$ cat config.mk
export PLATFORM = sky130hd
export DESIGN_NAME = gf_serial_mult
export DESIGN_NICKNAME = d
export VERILOG_FILES = /design/src/rtl/gf_pkg.sv /design/src/rtl/gf_reduce.sv /design/src/rtl/gf_serial_mult.sv
export SDC_FILE = /design/constraint.sdc
export NUM_CORES = 1
export LEC_CHECK = 0
export ABC_AREA = 1
export ABC_CLOCK_PERIOD_IN_PS = 2600
export BUFFER_PORTS_ARGS = -buffer_cell sky130_fd_sc_hd__buf_2
export CAP_MARGIN = 20
export CORE_MARGIN = 4
export CORE_UTILIZATION = 45
export CTS_CLUSTER_DIAMETER = 80
export CTS_CLUSTER_SIZE = 16
export DETAILED_ROUTE_END_ITERATION = 12
export SLEW_MARGIN = 20
export SYNTH_ARGS = -nofsm -noshare
export SYNTH_HDL_FRONTEND = slang
export SYNTH_SLANG_ARGS = --single-unit
$ cat constraint.sdc
create_clock -name clk -period 2.6 [get_ports clk]
set_clock_uncertainty 0.2 [all_clocks]
set_input_delay 0.52 -clock clk [delete_from_list [all_inputs] [get_ports clk]]
set_output_delay 0.52 -clock clk [all_outputs]
set_load 0.005 [all_outputs]
$ cat src/rtl/gf_pkg.sv
// rtl/gf_pkg.sv - shared mode encodings, state type and default polynomial for GF blocks
package gf_pkg;

  localparam logic [1:0] GF_MODE_INT   = 2'b00;
  localparam logic [1:0] GF_MODE_CLMUL = 2'b01;
  localparam logic [1:0] GF_MODE_RED   = 2'b10;

  // x^4 + x + 1 with the leading term implicit
  localparam logic [3:0] GF_POLY4 = 4'b0011;

  typedef enum logic [1:0] {
    ST_IDLE = 2'd0,
    ST_MUL  = 2'd1,
    ST_RED  = 2'd2,
    ST_DONE = 2'd3
  } gf_state_e;

endpackage

$ cat src/rtl/gf_reduce.sv
// rtl/gf_reduce.sv - combinational reduction of a 2m-bit GF(2)[x] product modulo POLY
module gf_reduce
  import gf_pkg::*;
#(
  parameter int                    DATA_WIDTH = 4,
  parameter logic [DATA_WIDTH-1:0] POLY       = GF_POLY4
) (
  input  logic [2*DATA_WIDTH-1:0] i_prod,
  output logic [DATA_WIDTH-1:0]   o_rem
);

  localparam logic [2*DATA_WIDTH-1:0] FULL_POLY = {{(DATA_WIDTH-1){1'b0}}, 1'b1, POLY};

  logic [2*DATA_WIDTH-1:0] w_tmp;

  // Clear the top set bit first so each XOR can only disturb lower bits.
  always_comb begin
    w_tmp = i_prod;
    for (int i = 2*DATA_WIDTH-2; i >= DATA_WIDTH; i--) begin
      if (w_tmp[i]) begin
        w_tmp = w_tmp ^ (FULL_POLY << (i - DATA_WIDTH));
      end
    end
  end

  assign o_rem = w_tmp[DATA_WIDTH-1:0];

endmodule

$ cat src/rtl/gf_serial_mult.sv
// rtl/gf_serial_mult.sv - digit-serial integer / carry-less / field multiplier with valid-ready
module gf_serial_mult
  import gf_pkg::*;
#(
  parameter int                    DATA_WIDTH  = 4,
  parameter int                    DIGIT_WIDTH = 1,
  parameter logic [DATA_WIDTH-1:0] POLY        = GF_POLY4
) (
  input  logic                    clk,
  input  logic                    rst_n,
  input  logic                    in_valid,
  output logic                    in_ready,
  input  logic [1:0]              gf_option,
  input  logic [DATA_WIDTH-1:0]   a,
  input  logic [DATA_WIDTH-1:0]   b,
  output logic                    out_valid,
  input  logic                    out_ready,
  output logic [2*DATA_WIDTH-1:0] out
);

  localparam int PW    = 2 * DATA_WIDTH;
  localparam int N     = DATA_WIDTH / DIGIT_WIDTH;
  localparam int CNT_W = (N > 1) ? $clog2(N) : 1;
  localparam logic [CNT_W-1:0] LAST = CNT_W'(N - 1);

  generate
    if ((DATA_WIDTH % DIGIT_WIDTH) != 0) begin : g_bad_digit
      $error("gf_serial_mult: DIGIT_WIDTH must divide DATA_WIDTH");
    end
  endgenerate

  gf_state_e             r_state;
  gf_state_e             w_next;
  logic [PW-1:0]         r_mcand;
  logic [PW-1:0]         r_acc;
  logic [PW-1:0]         r_out;
  logic [DATA_WIDTH-1:0] r_mplier;
  logic [1:0]            r_mode;
  logic [CNT_W-1:0]      r_cnt;
  logic [PW-1:0]         w_sum_int;
  logic [PW-1:0]         w_sum_xor;
  logic [PW-1:0]         w_acc_next;
  logic [DATA_WIDTH-1:0] w_rem;
  logic                  w_last;

  assign in_ready  = (r_state == ST_IDLE);
  assign out_valid = (r_state == ST_DONE);
  assign out       = r_out;
  assign w_last    = (r_cnt == LAST);

  // r_mcand holds a << (counter*DIGIT_WIDTH); r_mplier's low bits are the current digit of b.
  always_comb begin
    w_sum_int = r_acc;
    w_sum_xor = r_acc;
    for (int j = 0; j < DIGIT_WIDTH; j++) begin
      if (r_mplier[j]) begin
        w_sum_int = w_sum_int + (r_mcand << j);
        w_sum_xor = w_sum_xor ^ (r_mcand << j);
      end
    end
    w_acc_next = (r_mode == GF_MODE_INT) ? w_sum_int : w_sum_xor;
  end

  gf_reduce #(
    .DATA_WIDTH(DATA_WIDTH),
    .POLY      (POLY)
  ) u_reduce (
    .i_prod(r_acc),
    .o_rem (w_rem)
  );

  always_ff @(posedge clk or negedge rst_n) begin
    if (!rst_n) begin
      r_state <= ST_IDLE;
    end else begin
      r_state <= w_next;
    end
  end

  always_comb begin
    w_next = r_state;
    case (r_state)
      ST_IDLE: if (in_valid) w_next = ST_MUL;
      ST_MUL:  if (w_last) w_next = (r_mode == GF_MODE_RED) ? ST_RED : ST_DONE;
      ST_RED:  w_next = ST_DONE;
      ST_DONE: if (out_ready) w_next = ST_IDLE;
      default: w_next = ST_IDLE;
    endcase
  end

  always_ff @(posedge clk or negedge rst_n) begin
    if (!rst_n) begin
      r_mcand  <= '0;
      r_mplier <= '0;
      r_mode   <= GF_MODE_INT;
      r_acc    <= '0;
      r_cnt    <= '0;
      r_out    <= '0;
    end else begin
      case (r_state)
        ST_IDLE: begin
          if (in_valid) begin
            r_mcand  <= {{DATA_WIDTH{1'b0}}, a};
            r_mplier <= b;
            r_mode   <= gf_option;
            r_acc    <= '0;
            r_cnt    <= '0;
          end
        end
        ST_MUL: begin
          r_acc    <= w_acc_next;
          r_mcand  <= r_mcand << DIGIT_WIDTH;
          r_mplier <= r_mplier >> DIGIT_WIDTH;
          r_cnt    <= r_cnt + CNT_W'(1);
          if (w_last && (r_mode != GF_MODE_RED)) begin
            r_out <= w_acc_next;
          end
        end
        ST_RED: r_out <= {{DATA_WIDTH{1'b0}}, w_rem};
        default: ;
      endcase
    end
  end

endmodule
# ---- After elaboration in Yosys (flattened, before gate mapping)
# Index checks and enable logic that the tools add are counted.
dict set report word_totals {
  inputBits 14
  ff_bits 34
}
dict set report classes {
  addsub 2
  muxes 21
  n_reduce_logical 9
  eq_ne 10
  n_bitwise 4
}
# cell count
set op_table {}
lappend op_table {{8-bit 2-to-1 mux} 6}
lappend op_table {{8-bit case mux with 2 select lines} 3}
lappend op_table {{2-bit 2-to-1 mux} 5}
lappend op_table {{8-bit adder} 1}
lappend op_table {{2-bit equality test (second input constant)} 4}
lappend op_table {{4-bit 2-to-1 mux} 2}
lappend op_table {{2-bit != test (second input constant)} 4}
lappend op_table {{2-bit case mux with 4 select lines} 1}
lappend op_table {{4-bit case mux with 2 select lines} 1}
lappend op_table {{8-bit bitwise XOR} 1}
lappend op_table {{2-bit NOT} 3}
lappend op_table {{2-bit AND reduction} 3}
lappend op_table {{2-bit logical NOT} 2}
lappend op_table {{2-bit case mux with 2 select lines} 1}
lappend op_table {{2-bit nonzero test} 2}
lappend op_table {{3-bit 2-to-1 mux} 1}
lappend op_table {{3-bit AND reduction} 1}
lappend op_table {{2-bit by 1-bit adder with 2-bit output (second input constant)} 1}
lappend op_table {{2-bit by 1-bit equality test with 1-bit output (second input constant)} 1}
lappend op_table {{2-bit by 1-bit != test with 1-bit output (second input constant)} 1}
lappend op_table {{1-bit logical AND} 1}
lappend op_table {{1-bit 2-to-1 mux} 1}

# ---- Longest topological paths before layout
# Gate-level depths: netlist of the first run.
dict set report depth {
  ltp_word 7
  ltp_mapped 11
  mapped_depth_nobuf 11
}

# ---- Modules after synthesis
# From an unflattened synthesis of the first run, not the netlist that was laid out.
dict set report unflattened {
  cells_unflattened 269
  area_unflattened_um2 2088.3
}
# module cells_each area_each_um2 n_inst seq_area_each_um2
set modules_own_cells {}
lappend modules_own_cells {gf_serial_mult 250 2001.9 1 850.8}
lappend modules_own_cells {gf_reduce 19 86.3 1 0.0}

# ---- Least setup slack after synthesis of the first run
# No wires, ideal clock.
dict set report synth_timing {
  kind {register to register}
  start {register r_acc[0]}
  end {register r_acc[6]}
  required_ns 2.283
  setup_slack_ns 0.859
  stages_incl_launch_ff 12
  path_buffers 0
  arrival_time_ns 1.423
  cell_sequence {dfrtp_1 > ha_1 > inv_1 > fa_1 > inv_1 > nand3_1 > nand2_1 > nand4_1 > nand2_1 > nand2_1 > nand3_1 > nand2_1}
}
dict set report synth_via {
  elab_chain_cells 4
}
# item line
set synth_lines {}
lappend synth_lines {{from (decl)} gf_serial_mult.sv:35} ;# logic [PW-1:0] r_acc;
lappend synth_lines {{from (signal assigned)} gf_serial_mult.sv:111} ;# r_acc <= w_acc_next;
lappend synth_lines {{8-bit adder} gf_serial_mult.sv:57} ;# w_sum_int = w_sum_int + (r_mcand << j);
lappend synth_lines {{8-bit 2-to-1 mux} gf_serial_mult.sv:56} ;# if (r_mplier[j]) begin
lappend synth_lines {{8-bit 2-to-1 mux} gf_serial_mult.sv:61} ;# w_acc_next = (r_mode == GF_MODE_INT) ? w_sum_int : w_sum_xor;
lappend synth_lines {{8-bit case mux with 2 select lines} gf_serial_mult.sv:100} ;# case (r_state)
# Every way passes these cells.
# A chain may end at the register's enable or synchronous reset.

# ---- Worst setup path in the final report of the first run
dict set report layout_timing {
  start {register r_state[1]}
  end {register r_cnt[1]}
}
dict set report layout_via {
  elab_chain_cells 3
  word_cells_on_any_way 6
  classes_between {eq/ne (2); mux (1); reduce/logical (3)}
}
# item line
set layout_lines {}
lappend layout_lines {{from (decl)} gf_serial_mult.sv:32} ;# gf_state_e r_state;
lappend layout_lines {{from (signal assigned)} gf_serial_mult.sv:76} ;# r_state <= w_next;
lappend layout_lines {{2-bit by 1-bit equality test with 1-bit output / 2-bit logical NOT (equally long branches)} gf_serial_mult.sv:100}
lappend layout_lines {{2-bit nonzero test (no line) / 2-bit != test (equally long branches)} n/a}
lappend layout_lines {{2-bit AND reduction (no line)} n/a}
lappend layout_lines {{to (signal assigned)} gf_serial_mult.sv:114} ;# r_cnt <= r_cnt + CNT_W'(1);
lappend layout_lines {{to (decl)} gf_serial_mult.sv:39} ;# logic [CNT_W-1:0] r_cnt;
# Parallel ways exist; a longest one is shown, timed or not.

==> flow_summary.ini, run 1 <==
[outcome]
status = finished, final reports clean

[timing]
setup_viol = 0
max_slew_margin_pct = 44.0
hold_violations = 0
worstMarginPinSlew_ps = 839
setup_tns_ps = 0
slew_violations = 0
fmax_mhz = 441
finalCriticalPeriod_ps = 2270
fin_crit_sh_pct = 87.2
rsz0062_at_grt = no

[clock_network]
numCtsBuffers = 5
clk_pin_slew_ps = 70
cts.sinks = 34
holdBufCountCts = 0
cts_buffer_depth = 2
cts.repair.resized = 0
cts_root_buf = clkbuf_8
insertion_delay_ps = 290
post-cts-setup-buffers = 0
h-tree-depth = 2
cts_tree = built

[final_layout]
area_growth_pct = 13.3
fill_cells = 448
final_util_pct = 52.9
drive_above_1_share_pct = 17.7
fin_area_um2 = 2300
nets = 308
num_antenna_cells = 0

[drt]
drcViolationCount = 0
vias = 1726
wl_per_cell_um = 13.0
ant_nets = 0
totalWireLength_mm = 4.34
first_pass_iters = 4
via_per_inst = 5.17
drt-initial-drc-count = 73

[worst_setup_path]
crit_required_ps = 2580
timing.critical_path.fanout_max = 21
path_class = reg2reg
cp.arrival_ps = 2250
r2r_cells = 6
cp-end-kind = register
start_kind = register

[global_routing]
antenna_found_initial = 0
grt_pass1_vias = 1654
grt_pass1_wl_mm = 7.56
track_usage_pct = 17.7
grt_overflow = 0
grt_max_degree = 35

[synthesis]
ys_seq_elements = 34
synth_common_cells = nand2_1, dfrtp_1, inv_1, nand3_1, o21ai_0
synth_flop_cell = dfrtp_1
yosys.area.top_type_share_pct = 41.8
synth_area_leaders = dfrtp_1, nand2_1, ha_1
netlist_instances = 255
netlist_area_um2 = 2030
yosysMostFrequentCell = nand2_1
yosysWarnings = 0
post_synth.cell_area_avg_um2 = 7.97
synth_top_area_cell = dfrtp_1
async_reset_ff_share_pct = 100
syn_nets = 282
synth_cell_type_count = 33
synth-edff-count = 0
yosysSeqAreaShare_pct = 41.8

[die]
num_io_pins = 24
die_w_um = 75.2
start_util_pct = 46.7
core_area_um2 = 4350
die_h_um = 75.2
die_area_um2 = 5660
rows = 24

[place]
io_buffer_count = 23
dpl-instance-area_um2 = 2190
hpwl_mm = 3.29
gp_congestion = 0.832

[power_and_ir_drop]
vdd_drop_max_v = 0.000632
p_leak_nw = 1.19
p_per_area_nw_per_um2 = 1240
p_total_mw = 2.86

[min_path]
min_path_type = in2async

[job]
maxCapViolations = 0
[worst paths after layout]
| check | start | end | slack [ps] |
|---|---|---|---|
| max | r_state[1]$_DFFE_PN0P_ | r_cnt[1]$_DFFE_PN0P_ | 330 |
| min | rst_n | r_mcand[6]$_DFFE_PN0P_ | 110 |
| max reg2reg | r_state[1]$_DFFE_PN0P_ | r_cnt[1]$_DFFE_PN0P_ | 330 |
| max in group asynchronous | rst_n | out[0]$_DFFE_PN0P_ | 1600 |
| min reg2reg | out[6]$_DFFE_PN0P_ | out[6]$_DFFE_PN0P_ | 280 |
| min in group clk | gf_option[1] | r_mode[1]$_DFFE_PN0P_ | 220 |
[cell usage in the layout, fill, tap and decap left out, types with 8 or more instances in the layout]
cell / netlist / routed
a21oi_1: 8 / 8
buf_2: 4 / 23
clkbuf_8: 0 / 8
dfrtp_1: 34 / 34
ha_1: 12 / 12
inv_1: 33 / 33
nand2_1: 67 / 67
nand3_1: 20 / 20
nor2_1: 11 / 11
o21ai_0: 17 / 17
[through the flow]
stage / cells / hold slack, ps / setup slack, ps
after floorplan: 255 / 24.4 / 859
after global placement: 326 / 261 / 435
after detailed placement: 326 / 269 / 340
after CTS: 334 / 134 / 341
after global routing: 334 / 173 / 145
final: 334 / 107 / 334
[critical path, cell delays in order (launching register included)]
cell     delay (ps)
dfrtp_1         410
inv_1           110
ha_1            190
inv_2           110
o21ai_2         670
inv_2           240
a22o_1          240
[power breakdown]
| part | switching [mW] | internal, mW |
|---|---|---|
| combinational | 0.917 | 0.546 |
| clock | 0.193 | 0.267 |
| sequential | 0.192 | 0.744 |
[cells by family after synthesis]
logic type,Yosys count,share of synthesized area [%]
buf+inv,44,8.68
flops,34,41.8
xor+xnor,5,2.15
fa+ha+maj,13,8.37
simple gates,107,22.6
mux,1,0.492
compound gates,51,15.8
[per-layer routing]
metal  track usage (%)  vias to the layer above  part of all wire [%]
li1                  -                      884                     -
met1              23.8                      797                    48
met2              27.6                       34                    46
met5                 0                        -                     0
met3              3.74                       11                   4.0
met4              7.57                        0                   2.6
[registers in the layout, summed over array words and instances, names as in the netlist]
name      count
out           8
r_acc         8
r_mcand       8
r_mplier      4
r_cnt         2
r_mode        2
r_state       2
[area by class of cell]
| type | instances | area, um2 | share of cell area (%) |
|---|---|---|---|
| multi-input combinational | 177 | 1010 | 43.7 |
| sequential | 34 | 851 | 36.9 |
| inverter | 39 | 149 | 6.46 |
| timing repair buffer | 24 | 123 | 5.32 |
| clock buffer | 8 | 110 | 4.78 |
| tap | 52 | 65.1 | 2.82 |
Note: power is estimated with default switching activity, not from simulation.
==> run 2: changes to the inputs <==
Settings changed: CTS_BUF_LIST set to sky130_fd_sc_hd__clkbuf_4 sky130_fd_sc_hd__clkbuf_8, MAX_ROUTING_LAYER set to met4.
==> run 2 against run 1 <==
Setup slack gained 3.3 ps. Routed wire length fell by 0.23%. First-iteration DRC count shrank 6.8%. Design area stayed put. Maximum frequency is 0.15% higher. Critical path type unchanged. Register-to-register slack about the same. Critical path depth stayed put.
==> flow_summary.ini, run 2 (synthesis gave the netlist of run 1 again) <==
[worst_setup_path]
cp-end-kind = register
path_class = reg2reg
r2r-end = r_cnt[1]$_DFFE_PN0P_
crit_required_ps = 2580
timing.critical_path.fanout_max = 21
rrSetupSlack_ps = 340
r2r_cells = 6
cp_slowest_stage_delay_ps = 670
cp_cell_sequence = inv_1, ha_1, inv_2, o21ai_2, inv_2, a22o_1
critPathMostFrequentCell = inv_2
cp_slowest_cell = o21ai_2
cp.arrival_ps = 2250
start_kind = register
r2r-start = r_state[1]$_DFFE_PN0P_

[drt]
first_pass_iters = 4
totalWireLength_mm = 4.33
via_per_inst = 5.16
drt-initial-drc-count = 68
vias = 1722
drcViolationCount = 0
wl_per_cell_um = 13.0
ant_nets = 0

[clock_network]
holdBufCountCts = 0
clk_pin_slew_ps = 70
post-cts-setup-buffers = 0
numCtsBuffers = 5
cts_root_buf = clkbuf_8
cts_tree = built
cts.sinks = 34
insertion_delay_ps = 290
h-tree-depth = 2
cts.repair.resized = 0
cts_buffer_depth = 2

[die]
num_io_pins = 24
die_area_um2 = 5660
core_area_um2 = 4350
die_h_um = 75.2
die_w_um = 75.2
rows = 24
start_util_pct = 46.7

[place]
gp_congestion = 0.845
hpwl_mm = 3.29
dp_slack_ps = 340
io_buffer_count = 23

[final_layout]
nets = 308
drive_above_1_share_pct = 17.7
final_common_cell = nand2_1
area_growth_pct = 13.3
most-common-layout-cells = nand2_1, dfrtp_1, inv_1, buf_2, nand3_1
num_antenna_cells = 0

[timing]
finalCriticalPeriod_ps = 2260
hold_violations = 0
fmax_mhz = 442
setup_viol = 0
max_slew_margin_pct = 44.1
fin_crit_sh_pct = 87.0
setup_tns_ps = 0
setup_ws_ps = 337
rsz0062_at_grt = no
slew_violations = 0
worstMarginPinSlew_ps = 838

[power_and_ir_drop]
p_leak_nw = 1.19
p_per_area_nw_per_um2 = 1240
vdd_drop_max_v = 0.000632

[outcome]
status = finished, final reports clean

[global_routing]
grt_pass1_wl_mm = 7.56
antenna_found_initial = 0
grt_max_degree = 35
grt_pass1_vias = 1653
track_usage_pct = 18.2
grt_overflow = 0

[min_path]
min_path_type = in2async

[job]
maxCapViolations = 0
run 2: final cells by class:
type / instances / area, um2
multi-input cells: 177 / 1010
inverters: 39 / 149
fillers: 448 / 2050
flip-flops and latches: 34 / 851
clock buffers: 8 / 110
repair buffers: 24 / 123
well taps: 52 / 65.1
run 2: through the flow:
| stage | hold WS [ps] | cell area [um2] | util, % | std cells | total power [mW] |
|---|---|---|---|---|---|
| after floorplan | 24.4 | 2030 | - | 255 | 2.06 |
| after global placement | 261 | 2190 | 50.4 | 326 | 2.41 |
| after detailed placement | 269 | 2190 | 50.4 | 326 | 2.42 |
| after CTS | 134 | 2300 | 52.9 | 334 | 2.90 |
| after global routing | 173 | 2300 | 52.9 | 334 | 3.18 |
| final | 104 | 2300 | 52.9 | 334 | 2.86 |
run 2: worst max-delay path by stage:
stage / end / cells past startpoint / startpoint
2_1_floorplan: r_acc[6]$_DFFE_PN0P_ / 11 / r_acc[0]$_DFFE_PN0P_
3_3_place_gp: r_cnt[1]$_DFFE_PN0P_ / 6 / r_state[1]$_DFFE_PN0P_
3_5_place_dp: r_cnt[1]$_DFFE_PN0P_ / 6 / r_state[1]$_DFFE_PN0P_
4_1_cts: r_cnt[1]$_DFFE_PN0P_ / 6 / r_state[1]$_DFFE_PN0P_
5_1_grt: r_mcand[7]$_DFFE_PN0P_ / 7 / r_state[1]$_DFFE_PN0P_
6_report: r_cnt[1]$_DFFE_PN0P_ / 6 / r_state[1]$_DFFE_PN0P_
run 2: critical path, delay by kind of cell (launching register included):
family	cells	cell delay [ps]
buffers and inverters	3	450
adder cells (fa/ha/maj)	1	190
AO/OA/AOI/OAI	2	910
flip-flops	1	410
run 2: report_power, final:
group          leakage [nW]  switching [mW]  internal [mW]
clock network        0.0575           0.194          0.267
registers             0.435           0.192          0.744
logic                 0.700           0.915          0.546
run 2: per-layer routing:
metal	GRT usage, %	vias to the layer above	wire [um]
met2	27.6	37	1970
met3	3.74	11	189
met1	23.7	789	2050
li1	-	885	-
met5	-	-	0
met4	7.57	0	119
==> run 3: changes to the inputs <==
Settings changed: REMOVE_ABC_BUFFERS set to 1.
==> run 3 against run 2 <==
Utilization is 0.17 points lower. Die area unchanged. Highest routed layer unchanged. Non-clock buffer count grew 1.
==> flow_summary.ini, run 3 (synthesis gave the netlist of run 1 again) <==
[drt]
drt-initial-drc-count = 53
totalWireLength_mm = 4.23
via_per_inst = 5.13
drcViolationCount = 0
vias = 1717
wl_per_cell_um = 12.6
ant_nets = 0
first_pass_iters = 4

[timing]
setup_viol = 0
max_slew_margin_pct = 48.8
finalCriticalPeriod_ps = 1950
setup_tns_ps = 0
slew_violations = 0
fmax_mhz = 513
rsz0062_at_grt = no
fin_crit_sh_pct = 74.9
worstMarginPinSlew_ps = 768
hold_violations = 0

[die]
die_h_um = 75.2
die_area_um2 = 5660
core_area_um2 = 4350
rows = 24
die_w_um = 75.2
start_util_pct = 46.7
num_io_pins = 24

[worst_setup_path]
cp_num_cells = 3
critPathLaunch = r_state[0]$_DFFE_PN0P_
r2r_cells = 11
crit_family = flip-flops
critPathBufInv = 2
cp_slowest_stage_delay_ps = 410
path_class = reg2out
rrSetupSlack_ps = 710
cp_slowest_cell = dfrtp_1
cp.arrival_ps = 1230
cp-end-kind = output port
timing.critical_path.fanout_max = 5
r2r-start = r_acc[0]$_DFFE_PN0P_
crit_required_ps = 1880
r2r-end = r_acc[6]$_DFFE_PN0P_
cp_cell_sequence = inv_1, ha_1, buf_2
critPathCapture = in_ready
start_kind = register

[power_and_ir_drop]
p_total_mw = 2.81
p_comb_share_pct = 52.0
power.share.sequential_pct = 33.5
swShare_pct = 45.7
intPower_mw = 1.53
p_per_area_nw_per_um2 = 1220
vdd_drop_max_v = 0.000547
p_leak_nw = 1.19
clkPwrFrac_pct = 14.6
p_sw_mw = 1.29

[final_layout]
final_common_cell = nand2_1
fin_cells = 335
fill_cells = 440
num_antenna_cells = 0
nets = 309
drive_above_1_share_pct = 18.0
most-common-layout-cells = nand2_1, dfrtp_1, inv_1, buf_2, nand3_1
area_growth_pct = 12.9
fin_area_um2 = 2300

[global_routing]
grt_max_degree = 35
antenna_found_initial = 0
grt_pass1_wl_mm = 7.46
track_usage_pct = 18.1
grt_pass1_vias = 1649
grt_overflow = 0

[clock_network]
cts_buffer_depth = 2
h-tree-depth = 2
insertion_delay_ps = 280
cts_tree = built
cts_root_buf = clkbuf_8
cts.sinks = 34
post-cts-setup-buffers = 0
holdBufCountCts = 0
numCtsBuffers = 5
clk_pin_slew_ps = 70
cts.repair.resized = 0

[min_path]
min_path_type = in2async

[outcome]
status = finished, final reports clean

[place]
dpl-instance-area_um2 = 2200
gp_congestion = 0.828
place_inst = 327
io_buffer_count = 23
hpwl_mm = 3.27

[job]
maxCapViolations = 0
[run 3: area by class of cell]
type                       count  area, um2  share of cell area, %
sequential                    34        851                   37.1
timing repair buffer          25        130                   5.67
multi-input combinational    177       1010                   43.8
clock inverter                 1       5.00                  0.218
inverter                      39        149                   6.49
clock buffer                   7       90.1                   3.92
tap                           52       65.1                   2.83
[run 3: worst reg2reg max path: stages (launching register included)]
cell,delay [ps]
dfrtp_1,370
ha_1,180
inv_1,60
fa_1,380
inv_1,90
nand3_1,60
nand2_1,90
nand4_1,100
nand2_1,80
nand2_1,60
nand3_1,70
nand2_1,50
[run 3: per-stage QoR]
step	util [%]	hold WS (ps)	setup WS (ps)
4_1_cts	52.7	133	636
3_5_place_dp	50.5	260	741
3_3_place_gp	50.5	258	754
2_1_floorplan	-	24.4	457
5_1_grt	52.7	177	470
6_report	52.7	110	652
[run 3: how the worst min path moves through the flow]
stage	start	end	slack, ps	cells past startpoint
after detailed placement	out[5]$_DFFE_PN0P_	out[5]$_DFFE_PN0P_	260	2
final	rst_n	r_mode[1]$_DFFE_PN0P_	110	1
after CTS	rst_n	r_mode[1]$_DFFE_PN0P_	130	1
after floorplan	rst_n	out[0]$_DFFE_PN0P_	20	0
after global placement	r_mplier[3]$_DFFE_PN0P_	r_mplier[3]$_DFFE_PN0P_	260	2
after global routing	rst_n	r_mplier[0]$_DFFE_PN0P_	180	1
[run 3: metal layers]
metal,track usage (%),vias up,part of all wire [%]
met1,22.2,793,47
li1,-,891,-
met2,29.6,25,47
met4,6.21,0,2.3
met5,-,-,0
met3,4.01,8,3.3
[run 3: power by group through the flow]
stage          registers (mW)  clock network, mW  logic [mW]
4_1_cts                 0.944              0.420        1.49
3_5_place_dp            0.953                  0        1.48
2_1_floorplan           0.904                  0        1.12
3_3_place_gp            0.949                  0        1.46
6_report                0.941              0.410        1.46
5_1_grt                 0.973              0.443        1.71
